<file path="src/rtl/seq_hit_monitor.sv">
// Window hit monitor behind the 00110 sequence detector: lifetime hit count, per-window report
// over valid/ready, sticky overrun, and an optional sticky alarm built only when SEQ_MON_ALARM_EN is defined.
module seq_hit_monitor #(
  parameter int CNT_W   = 8,
  parameter int WIN_LEN = 64,
  parameter int THRESH  = 3
) (
  input  logic             clk,
  input  logic             rst,
  input  logic             en,
  input  logic             clr,
  input  logic             hit_in,
  output logic [CNT_W-1:0] tot_cnt,
  output logic             rpt_valid,
  input  logic             rpt_ready,
  output logic [CNT_W-1:0] rpt_data,
  output logic             overrun,
  output logic             alarm,
  output logic             fsm_state
);

  localparam int               POS_W    = (WIN_LEN > 1) ? $clog2(WIN_LEN) : 1;
  localparam logic [POS_W-1:0] LAST_POS = POS_W'(WIN_LEN - 1);
  localparam logic [CNT_W-1:0] CNT_MAX  = '1;

  typedef enum logic {IDLE = 1'b0, RUN = 1'b1} state_t;

  state_t           state;
  logic [POS_W-1:0] win_pos;
  logic [CNT_W-1:0] win_hits;
  logic             close;
  logic             accept;
  logic [CNT_W-1:0] close_val;

  assign fsm_state = (state == RUN);

  // Counting is qualified by en itself, so the first enabled cycle after IDLE already counts.
  always_comb begin
    close     = en && (win_pos == LAST_POS);
    accept    = rpt_valid && rpt_ready;
    close_val = win_hits;
    if (hit_in && (win_hits != CNT_MAX)) close_val = win_hits + CNT_W'(1);
  end

  // Report port: a report transfers on any cycle with rpt_valid && rpt_ready; rpt_data never
  // changes while rpt_valid is high except when a close coincides with that transfer.
  always_ff @(posedge clk) begin
    if (rst) begin
      state     <= IDLE;
      win_pos   <= '0;
      win_hits  <= '0;
      tot_cnt   <= '0;
      rpt_valid <= 1'b0;
      rpt_data  <= '0;
      overrun   <= 1'b0;
    end else begin
      case (state)
        IDLE:    if (en)  state <= RUN;
        RUN:     if (!en) state <= IDLE;
        default: state <= IDLE;
      endcase

      if (clr) begin
        win_pos   <= '0;
        win_hits  <= '0;
        tot_cnt   <= '0;
        rpt_valid <= 1'b0;
        rpt_data  <= '0;
        overrun   <= 1'b0;
      end else begin
        if (en && hit_in && (tot_cnt != CNT_MAX)) tot_cnt <= tot_cnt + CNT_W'(1);

        if (en) begin
          if (close) begin
            win_pos  <= '0;
            win_hits <= '0;
          end else begin
            win_pos  <= win_pos + POS_W'(1);
            win_hits <= close_val;
          end
        end

        // A close while the previous report is still unaccepted drops the new value.
        if (close) begin
          if (!rpt_valid || rpt_ready) begin
            rpt_data  <= close_val;
            rpt_valid <= 1'b1;
          end else begin
            overrun <= 1'b1;
          end
        end else if (accept) begin
          rpt_valid <= 1'b0;
        end
      end
    end
  end

`ifdef SEQ_MON_ALARM_EN
  logic alarm_q;

  // The alarm follows the closing count even when that report itself is dropped.
  always_ff @(posedge clk) begin
    if (rst || clr) begin
      alarm_q <= 1'b0;
    end else if (close && (close_val >= CNT_W'(THRESH))) begin
      alarm_q <= 1'b1;
    end
  end

  assign alarm = alarm_q;
`else
  assign alarm = 1'b0;
`endif

endmodule
</file>
<file path="config.mk">
export PLATFORM = sky130hd
export DESIGN_NAME = seq_hit_monitor
export DESIGN_NICKNAME = d
export VERILOG_FILES = /design/src/rtl/seq_hit_monitor.sv
export SDC_FILE = /design/constraint.sdc
export NUM_CORES = 1
export LEC_CHECK = 0
export BUFFER_PORTS_ARGS = -buffer_cell sky130_fd_sc_hd__buf_2
export CAP_MARGIN = 20
export CORE_UTILIZATION = 30
export DETAILED_ROUTE_END_ITERATION = 12
export MAX_ROUTING_LAYER = met4
export PLACE_DENSITY = 0.46
export RECOVER_POWER = 100
export SLEW_MARGIN = 40
export SYNTH_ARGS = -nofsm -noshare
export SYNTH_HDL_FRONTEND = slang
export SYNTH_SLANG_ARGS = --single-unit
export TNS_END_PERCENT = 1
</file>
<file path="constraint.sdc">
create_clock -name clk -period 2.2 [get_ports clk]
set_clock_uncertainty 0.05 [all_clocks]
set_input_delay 0.55 -clock clk [delete_from_list [all_inputs] [get_ports clk]]
set_output_delay 0.55 -clock clk [all_outputs]
set_load 0.05 [all_outputs]
</file>
Yosys cells after proc, flatten, opt, wreduce, memory -nomap -nowiden
Cells that the tools add are included.
W data, S select, Z words.
- register bits: 33
- bits in latches: 0
- RAM bits: 0
- ROM bits: 0
- input bits: 6
- output and inout port bits: 20
- memories: 0
- $add $sub $neg: 3
- multipliers: 0
- div/mod/pow operators: 0
- $lt $le $gt $ge: 0
- equality and inequality tests: 4
- shifts and indexed selects: 0
- muxes and demuxes: 7
- bitwise operators: 1
- reduce and logical (&&, ||, !) cells: 12
- operator list (operator ; count):
    $add A8 B1 Y8 const B ; 2
    $mux W8 ; 2
    $ne A8 B8 Y1 const B ; 2
    $add A6 B1 Y6 const B ; 1
    $eq A6 B6 Y1 const B ; 1
    $mux W6 ; 1
    $reduce_and A2 Y1 ; 3
    $logic_and A1 B1 Y1 ; 5
    $mux W1 ; 4
    $ne A2 B1 Y1 const B ; 1
    $reduce_bool A2 Y1 ; 1
    $reduce_or A2 Y1 ; 1
    $logic_not A1 Y1 ; 1
    $logic_or A1 B1 Y1 ; 1
    $not A1 Y1 ; 1

Logic depth before layout (Yosys ltp)
Gate-level depths: netlist of the first run.
- word-level depth: 4
- gate-level depth with buffers: 6
- gate-level depth less buffers: 5

Worst setup path after synthesis of the first run
No wires, ideal clock.
- kind: register to register
- start point: register tot_cnt[0]
- end point: register tot_cnt[1]
- setup time: 0.128 ns
- arrival time: 1.612 ns
- required time: 2.022 ns
- slack: 0.410 ns
- stages on the path, launching flop included: 6
- path through: dfxtp_1 ha_1 nand4_1 o211ai_1 mux2i_1 nor2_1
- word-level cells in the longest chain between the ends: 2
- RTL lines (what ; line ; text):
    from (decl) ; 13 ; output logic [CNT_W-1:0] tot_cnt,
    from (signal assigned) ; 71 ; if (en && hit_in && (tot_cnt != CNT_MAX)) tot_cnt <= tot_cnt + CNT_W'(1);
    branches (longest 2 deep; another with $add A8 B1 Y8) ; -- ;
Several ways; the timed one is not identified.
A chain may end at the register's enable or synchronous reset.

Worst setup path after layout of the first run
- start point: register win_hits[0]
- end point: register rpt_data[5]
- word-level cells in the longest chain between the ends: 3
- RTL lines (what ; line ; text):
    from (decl) ; 30 ; logic [CNT_W-1:0] win_hits;
    from (signal assigned) ; 79 ; win_hits <= close_val;
    branches (longest 2 deep; another with $add A8 B1 Y8) ; -- ;
    $mux W8 (*) ; 42 ; if (hit_in && (win_hits != CNT_MAX)) close_val = win_hits + CNT_W'(1);
    to (signal assigned) ; 86 ; rpt_data <= close_val;
    to (decl) ; 16 ; output logic [CNT_W-1:0] rpt_data,
Mark *: on every way between the ends.

==> flow_metrics.env, run 1 <==
export IMPL_hold_violations=0
export IMPL_finalInstanceArea_um2=1860
export IMPL_grt_pass1_vias=1220
export IMPL_clkTransAtPathRegs_ns=0.07
export IMPL_critPathLaunchType="flop"
export IMPL_clock_latency_ns=0.29
export IMPL_pwr_share_seq_pct=47.9
export IMPL_cts_root_buffer="clkbuf_8"
export IMPL_synth_ff_type="dfxtp_1"
export IMPL_crit_fanout=9
export IMPL_place_area_um2=1790
export IMPL_syn_area_per_cell_um2=8.80
export IMPL_final_period_utilization_pct=82.6
export IMPL_fin_util_pct=36.3
export IMPL_arrival_ns=1.95
export IMPL_cts_setup_buffers=0
export IMPL_grt_ovfl_total=0
export IMPL_yosys_cell_count_top_type="dfxtp_1"
export IMPL_hpwlAfterDp_um=2540
export IMPL_yosysSeqAreaShare_pct=41.3
export IMPL_drc=0
export IMPL_io_pins=26
export IMPL_synth_area_um2=1600
export IMPL_wl_per_cell_um=12.5
export IMPL_diodes=0
export IMPL_end_kind="flop"
export IMPL_track_usage_pct=15.0
export IMPL_synth_commonest_cells="dfxtp_1, nor2_1, a21oi_1, nand2_1, o21ai_0"
export IMPL_p_per_area_nw_per_um2=676
export IMPL_ys_warn_count=0
export IMPL_yosys_area_top_type_share_pct=41.3
export IMPL_synthArstFlopShare_pct=0
export IMPL_first_pass_iters=4
export IMPL_viasPerCell=4.88
export IMPL_tns_ns=0
export IMPL_fin_nets=219
export IMPL_grt_max_degree=15
export IMPL_synth_cells=182
export IMPL_total_power_w=0.00126
export IMPL_crit_required_ns=2.33
export IMPL_core_area_um2=5140
export IMPL_die_area_um2=5630
export IMPL_cts_buffer_depth=2
export IMPL_worst_slew_pin_transition_ns=0.601
export IMPL_p_int_w=0.000987
export IMPL_status="finished, final reports clean"
export IMPL_netlist_top_cells_area="dfxtp_1, a21oi_1, nor2_1"
export IMPL_critPathKind="reg -> reg"
export IMPL_comb_power_share_pct=4.5
export IMPL_antenna_found_initial=0
export IMPL_cts_htree_levels=2
export IMPL_fp_row_count=26
export IMPL_rsz0062_at_grt="false"
export IMPL_die_width_um=75.1
export IMPL_cts_sinks=33
export IMPL_clockPowerShare_pct=47.6
export IMPL_vias=1371
export IMPL_setup_violations=0
export IMPL_leakage_nw=0.645
export IMPL_dieHeight_um=75.1
export IMPL_hold_class="reg -> reg"
export IMPL_ant_nets=0
export IMPL_synth_cell_types=43
export IMPL_final_layout_size_suffix_gt1_share_pct=9.95
export IMPL_start_util_pct=31.2
export IMPL_synth_seq_cells=33
export IMPL_num_fill_cells=587
export IMPL_cts_tree="yes"
export IMPL_max_cap_violations=0
export IMPL_totalWireLength_um=3510
export IMPL_irDropWorstVdd_uv=269
export IMPL_switching_power_w=0.000274
export IMPL_synth_edf_count=0
export IMPL_gp_congestion=0.735
export IMPL_portBuffers=24
export IMPL_maxSlewHeadroom_pct=60.1
export IMPL_cts_resized=0
export IMPL_grt_pass1_wl_um=5950
export IMPL_yosys_area_top_type="dfxtp_1"
export IMPL_maxSlewViolCount=0
export IMPL_synthToLayoutAreaGrowth_pct=16.4
export IMPL_cts_inserted_buffers=5
export IMPL_cts_hold_buf=0
export IMPL_drt_iter0_markers=89
export IMPL_fmax_mhz=551
export IMPL_synth_nets=191
export IMPL_period_needed_ns=1.82
export IMPL_sw_frac_of_total_pct=21.8
-- logic make-up (layout without fill, tap and decap cells) --
logic type	after synthesis	in the layout	share of synthesized area [%]
simple gates	69	69	23.4
compound gates	45	45	18.4
buf+inv	14	43	4.61
mux	6	6	3.75
xor+xnor	11	11	6.02
other cells	1	1	0.234
fa+ha+maj	3	3	2.34
flops	33	33	41.2
-- power by group through the flow --
stage	registers (W)	clock network (W)	logic [W]
2_1_floorplan	0.000624	0	0.0000371
3_3_place_gp	0.000618	0	0.0000603
3_5_place_dp	0.000618	0	0.0000601
4_1_cts	0.000604	0.000612	0.0000602
5_1_grt	0.000604	0.000643	0.0000639
6_report	0.000604	0.000600	0.0000569
-- metrics by stage --
stage | hold WS (ns) | setup WS [ns] | cells
2_1_floorplan | 0.430 | 0.410 | 182
3_3_place_gp | 0.396 | 0.336 | 273
3_5_place_dp | 0.395 | 0.331 | 273
4_1_cts | 0.392 | 0.565 | 281
5_1_grt | 0.445 | 0.299 | 281
6_report | 0.404 | 0.384 | 281
-- cells in the final DEF, fill, tap and decap left out, types with 2 or more instances in the layout --
cell / synthesis / routed
dfxtp_1: 33 / 33
clkbuf_1: 2 / 22
nor2_1: 18 / 18
a21oi_1: 14 / 14
nand2_1: 13 / 13
o21ai_0: 9 / 11
nand3_1: 8 / 9
inv_1: 8 / 8
nand4_1: 6 / 6
xor2_1: 6 / 6
mux2i_1: 6 / 6
o211ai_1: 6 / 6
clkbuf_8: 1 / 6
xnor2_1: 5 / 5
and3_1: 4 / 4
buf_2: 0 / 4
or3_1: 3 / 3
o31ai_1: 3 / 3
nor2b_1: 3 / 3
ha_1: 3 / 3
and4_1: 2 / 2
o21ai_2: 2 / 2
a31oi_1: 2 / 2
nor3_1: 2 / 2
buf_4: 3 / 2
-- critical path: stages (launching register included) --
cell,delay [ns]
dfxtp_1,0.41
ha_1,0.25
nand3_1,0.30
o2111ai_1,0.39
xor2_1,0.21
a21oi_1,0.08
-- state kept, by name, indices dropped and copies added (netlist names) --
register / flops
tot_cnt: 8
overrun: 1
win_pos: 6
rpt_valid: 1
win_hits: 8
fsm_state: 1
rpt_data: 8
-- cell type report --
cell class | count | area, um^2 | share of cell area [%]
clock inverters | 1 | 30.0 | 1.61
repair buffers | 27 | 114 | 6.11
well taps | 70 | 87.6 | 4.70
flip-flops and latches | 33 | 661 | 35.4
clock buffers | 7 | 86.3 | 4.63
inverters | 8 | 30.0 | 1.61
multi-input cells | 135 | 856 | 45.9
-- layer usage --
metal  vias to the layer above  share of wire, %  GRT usage, %
met4                         0               1.9          7.55
met2                        18                44          21.8
li1                        716                 -             -
met5                         -                 0             -
met3                         7               3.4          4.02
met1                       630                50          19.2
-- final timing paths --
kind	to	cells after the start	from	slack [ns]
min	rpt_data[2]	2	rpt_data[2]	0.40
max reg2reg	rpt_data[5]	5	win_hits[0]	0.38
max	rpt_data[5]	5	win_hits[0]	0.38
min reg2reg	rpt_data[2]	2	rpt_data[2]	0.40
Power figures use the tool's default switching activity.
==> run 2: changes to the inputs <==
--- a/config.mk
+++ b/config.mk
@@ -5,12 +5,13 @@
 export SDC_FILE = /design/constraint.sdc
 export NUM_CORES = 1
 export LEC_CHECK = 0
+export ABC_AREA = 1
 export BUFFER_PORTS_ARGS = -buffer_cell sky130_fd_sc_hd__buf_2
 export CAP_MARGIN = 20
 export CORE_UTILIZATION = 30
 export DETAILED_ROUTE_END_ITERATION = 12
 export MAX_ROUTING_LAYER = met4
-export PLACE_DENSITY = 0.46
+export PLACE_DENSITY = 0.47
 export RECOVER_POWER = 100
 export SLEW_MARGIN = 40
 export SYNTH_ARGS = -nofsm -noshare
==> constraint.sdc (replaced) <==
create_clock -name clk -period 1.64 [get_ports clk]
set_clock_uncertainty 0.05 [all_clocks]
set_input_delay 0.41 -clock clk [delete_from_list [all_inputs] [get_ports clk]]
set_output_delay 0.41 -clock clk [all_outputs]
set_load 0.05 [all_outputs]
==> run 2 against run 1 <==
Critical path depth shrank 4. Clock power grew 32%. Sequential share of layout area shrank 3.3 points. Utilization grew 1.4 points.
==> flow_metrics.env, run 2 <==
export IMPL_status="finished, final reports clean"
export IMPL_grt_ovfl_total=0
export IMPL_first_pass_iters=4
export IMPL_ys_warn_count=0
export IMPL_rsz0062_at_grt="false"
export IMPL_hold_class="in -> reg"
export IMPL_hold_violations=0
export IMPL_setup_slack_ns=0.133
export IMPL_gp_congestion=0.815
export IMPL_synthArstFlopShare_pct=0
export IMPL_critPathKind="reg -> out"
export IMPL_place_ws_ns=-0.0439
export IMPL_irDropWorstVdd_uv=381
export IMPL_r2r_cells=9
export IMPL_yosys_area_top_type="dfxtp_1"
export IMPL_ant_nets=0
export IMPL_cts_sinks=33
export IMPL_die_width_um=77.3
export IMPL_final_period_utilization_pct=91.9
export IMPL_cts_buffer_depth=2
export IMPL_synth_xor_area_share_pct=3.09
export IMPL_yosys_cell_count_top_type="nand2_1"
export IMPL_synth_cells=239
export IMPL_fin_nets=285
export IMPL_vias=1499
export IMPL_hpwlAfterDp_um=2760
export IMPL_num_fill_cells=608
export IMPL_grt_pass1_vias=1399
export IMPL_setup_violations=0
export IMPL_fp_row_count=27
export IMPL_fin_util_pct=37.7
export IMPL_start_util_pct=31.0
export IMPL_comb_power_share_pct=5.5
export IMPL_synth_compound_area_share_pct=13.5
export IMPL_track_usage_pct=13.9
export IMPL_drt_iter0_markers=51
export IMPL_syn_area_per_cell_um2=7.11
export IMPL_final_layout_size_suffix_gt1_share_pct=18.4
export IMPL_crit_required_ns=1.18
export IMPL_worst_slew_pin_transition_ns=0.590
export IMPL_synth_nets=248
export IMPL_worst_hold_path_endpoint="fsm_state"
export IMPL_max_cap_violations=0
export IMPL_pwr_share_seq_pct=47.8
export IMPL_dieHeight_um=77.3
export IMPL_p_per_area_nw_per_um2=822
export IMPL_clockPowerShare_pct=46.7
export IMPL_synth_ff_type="dfxtp_1"
export IMPL_cts_hold_buf=0
export IMPL_cts_setup_buffers=0
export IMPL_final_cell_mix="nand2_1, dfxtp_1, inv_1, nor2_1, a21oi_1"
export IMPL_hp_start="rst"
export IMPL_antenna_found_initial=0
export IMPL_synth_seq_cells=33
export IMPL_viasPerCell=4.30
export IMPL_synth_top_family_by_area="simple AND/OR/NAND/NOR gates"
export IMPL_crit_family="buffers and inverters"
export IMPL_totalWireLength_um=3620
export IMPL_sw_frac_of_total_pct=21.5
export IMPL_end_kind="output port"
export IMPL_yosys_area_share_simple_pct=31.1
export IMPL_holdPathStages=2
export IMPL_maxSlewViolCount=0
export IMPL_leakage_nw=0.893
export IMPL_die_area_um2=5970
export IMPL_critPathMaxStageDelay_ns=0.46
export IMPL_synth_edf_count=0
export IMPL_muxShareOfSynthArea_pct=0
export IMPL_synth_commonest_cells="nand2_1, dfxtp_1, inv_1, nor2_1, a21oi_1"
export IMPL_synth_cell_types=31
export IMPL_largestRegisters="rpt_data x8, tot_cnt x8, win_hits x8"
export IMPL_r2r_slack_ns=0.16
export IMPL_worstPathBufferInverterCount=1
export IMPL_cts_inserted_buffers=5
export IMPL_clock_latency_ns=0.28
export IMPL_grt_pass1_wl_um=6400
export IMPL_path_cells="clkbuf_1"
export IMPL_yosys_area_top_type_share_pct=38.9
export IMPL_cts_tree="yes"
export IMPL_netlist_top_cells_area="dfxtp_1, nand2_1, inv_1"
export IMPL_wl_per_cell_um=10.4
export IMPL_arrival_ns=1.05
export IMPL_synthAdderAreaFrac_pct=2.21
export IMPL_io_pins=26
export IMPL_synthToLayoutAreaGrowth_pct=21.3
export IMPL_crit_fanout=1
export IMPL_yosysSeqAreaShare_pct=38.9
export IMPL_p_int_w=0.00133
export IMPL_r2r_start="win_hits[0]"
export IMPL_critPathLaunchType="flop"
export IMPL_period_needed_ns=1.51
export IMPL_drc=0
export IMPL_core_area_um2=5470
export IMPL_portBuffers=24
export IMPL_switching_power_w=0.000364
export IMPL_cts_root_buffer="clkbuf_8"
export IMPL_grt_max_degree=14
export IMPL_clkTransAtPathRegs_ns=0.07
export IMPL_fmax_mhz=664
export IMPL_maxSlewHeadroom_pct=60.9
export IMPL_reg2reg_to="rpt_data[5]"
export IMPL_final_common_cell="nand2_1"
export IMPL_diodes=0
export IMPL_critPathSlowestCell="clkbuf_1"
export IMPL_cts_htree_levels=2
export IMPL_synth_area_um2=1700
## run 2: cell types whose count changed after synthesis, moves of 5 or more
cell / before / now
o21a_1: 0 / 5
o211ai_1: 6 / 0
nand3_1: 8 / 15
inv_1: 8 / 28
nand2_1: 13 / 71
nor2_1: 18 / 23
a21oi_1: 14 / 19
mux2i_1: 6 / 0
## run 2: final cells by class
type                       instances  area (um^2)  area share (%)
clock buffer                       7         86.3            4.19
clock inverter                     1         30.0            1.46
inverter                          29          109            5.28
multi-input combinational        170          852            41.3
sequential                        33          663            32.2
tap                               72         90.1            4.37
timing repair buffer              37          230            11.2
## run 2: how the worst max path moves through the flow
stage,startpoint,end,slack (ns),cells past startpoint
2_1_floorplan,tot_cnt[3],tot_cnt[6],0.02,9
3_3_place_gp,en,win_hits[5],-0.04,6
3_5_place_dp,en,win_hits[0],-0.04,6
4_1_cts,win_pos[1],rpt_data[5],0.09,8
5_1_grt,win_hits[0],rpt_data[1],0.01,10
6_report,fsm_state,fsm_state,0.13,1
## run 2: routing by layer
layer | wire length, um | track usage [%] | vias to the layer above
met5 | 0 | - | -
li1 | - | - | 832
met2 | 1580 | 20.7 | 21
met3 | 134 | 3.45 | 6
met4 | 46 | 4.53 | 0
met1 | 1860 | 18.4 | 640
## run 2: logic make-up (layout without fill, tap and decap cells)
kind of cell,after synthesis,count (layout)
other,1,1
DFF,33,33
buffers and inverters,36,74
and+or+nand+nor,121,121
adders and majority gates,3,3
xor gates and xnor gates,6,6
AOI/OAI and AO/OA,39,39
## run 2: what timing repair did
action                                  CTS  global route
gates cloned                              0             0
resized for setup                         1             3
endpoints found under the setup margin    7             3
## run 2: metrics by stage
stage                     hold slack, ns  cells  cell area (um^2)  TNS, ns  power, W
after global routing               0.241    349              2060        0   0.00176
after detailed placement           0.411    341              1960   -0.238  0.000926
after global placement             0.401    341              1960   -0.260  0.000927
after CTS                          0.232    349              2070        0   0.00173
after floorplan                    0.408    239              1700        0  0.000895
final                              0.238    349              2060        0   0.00169
## run 2: power groups by stage
stage	clock (W)	combinational [W]	sequential, W
floorplan	0	0.0000561	0.000839
global placement	0	0.0000984	0.000829
detailed placement	0	0.0000974	0.000828
CTS	0.000820	0.0000981	0.000810
global route	0.000848	0.000105	0.000810
finish	0.000791	0.0000932	0.000810
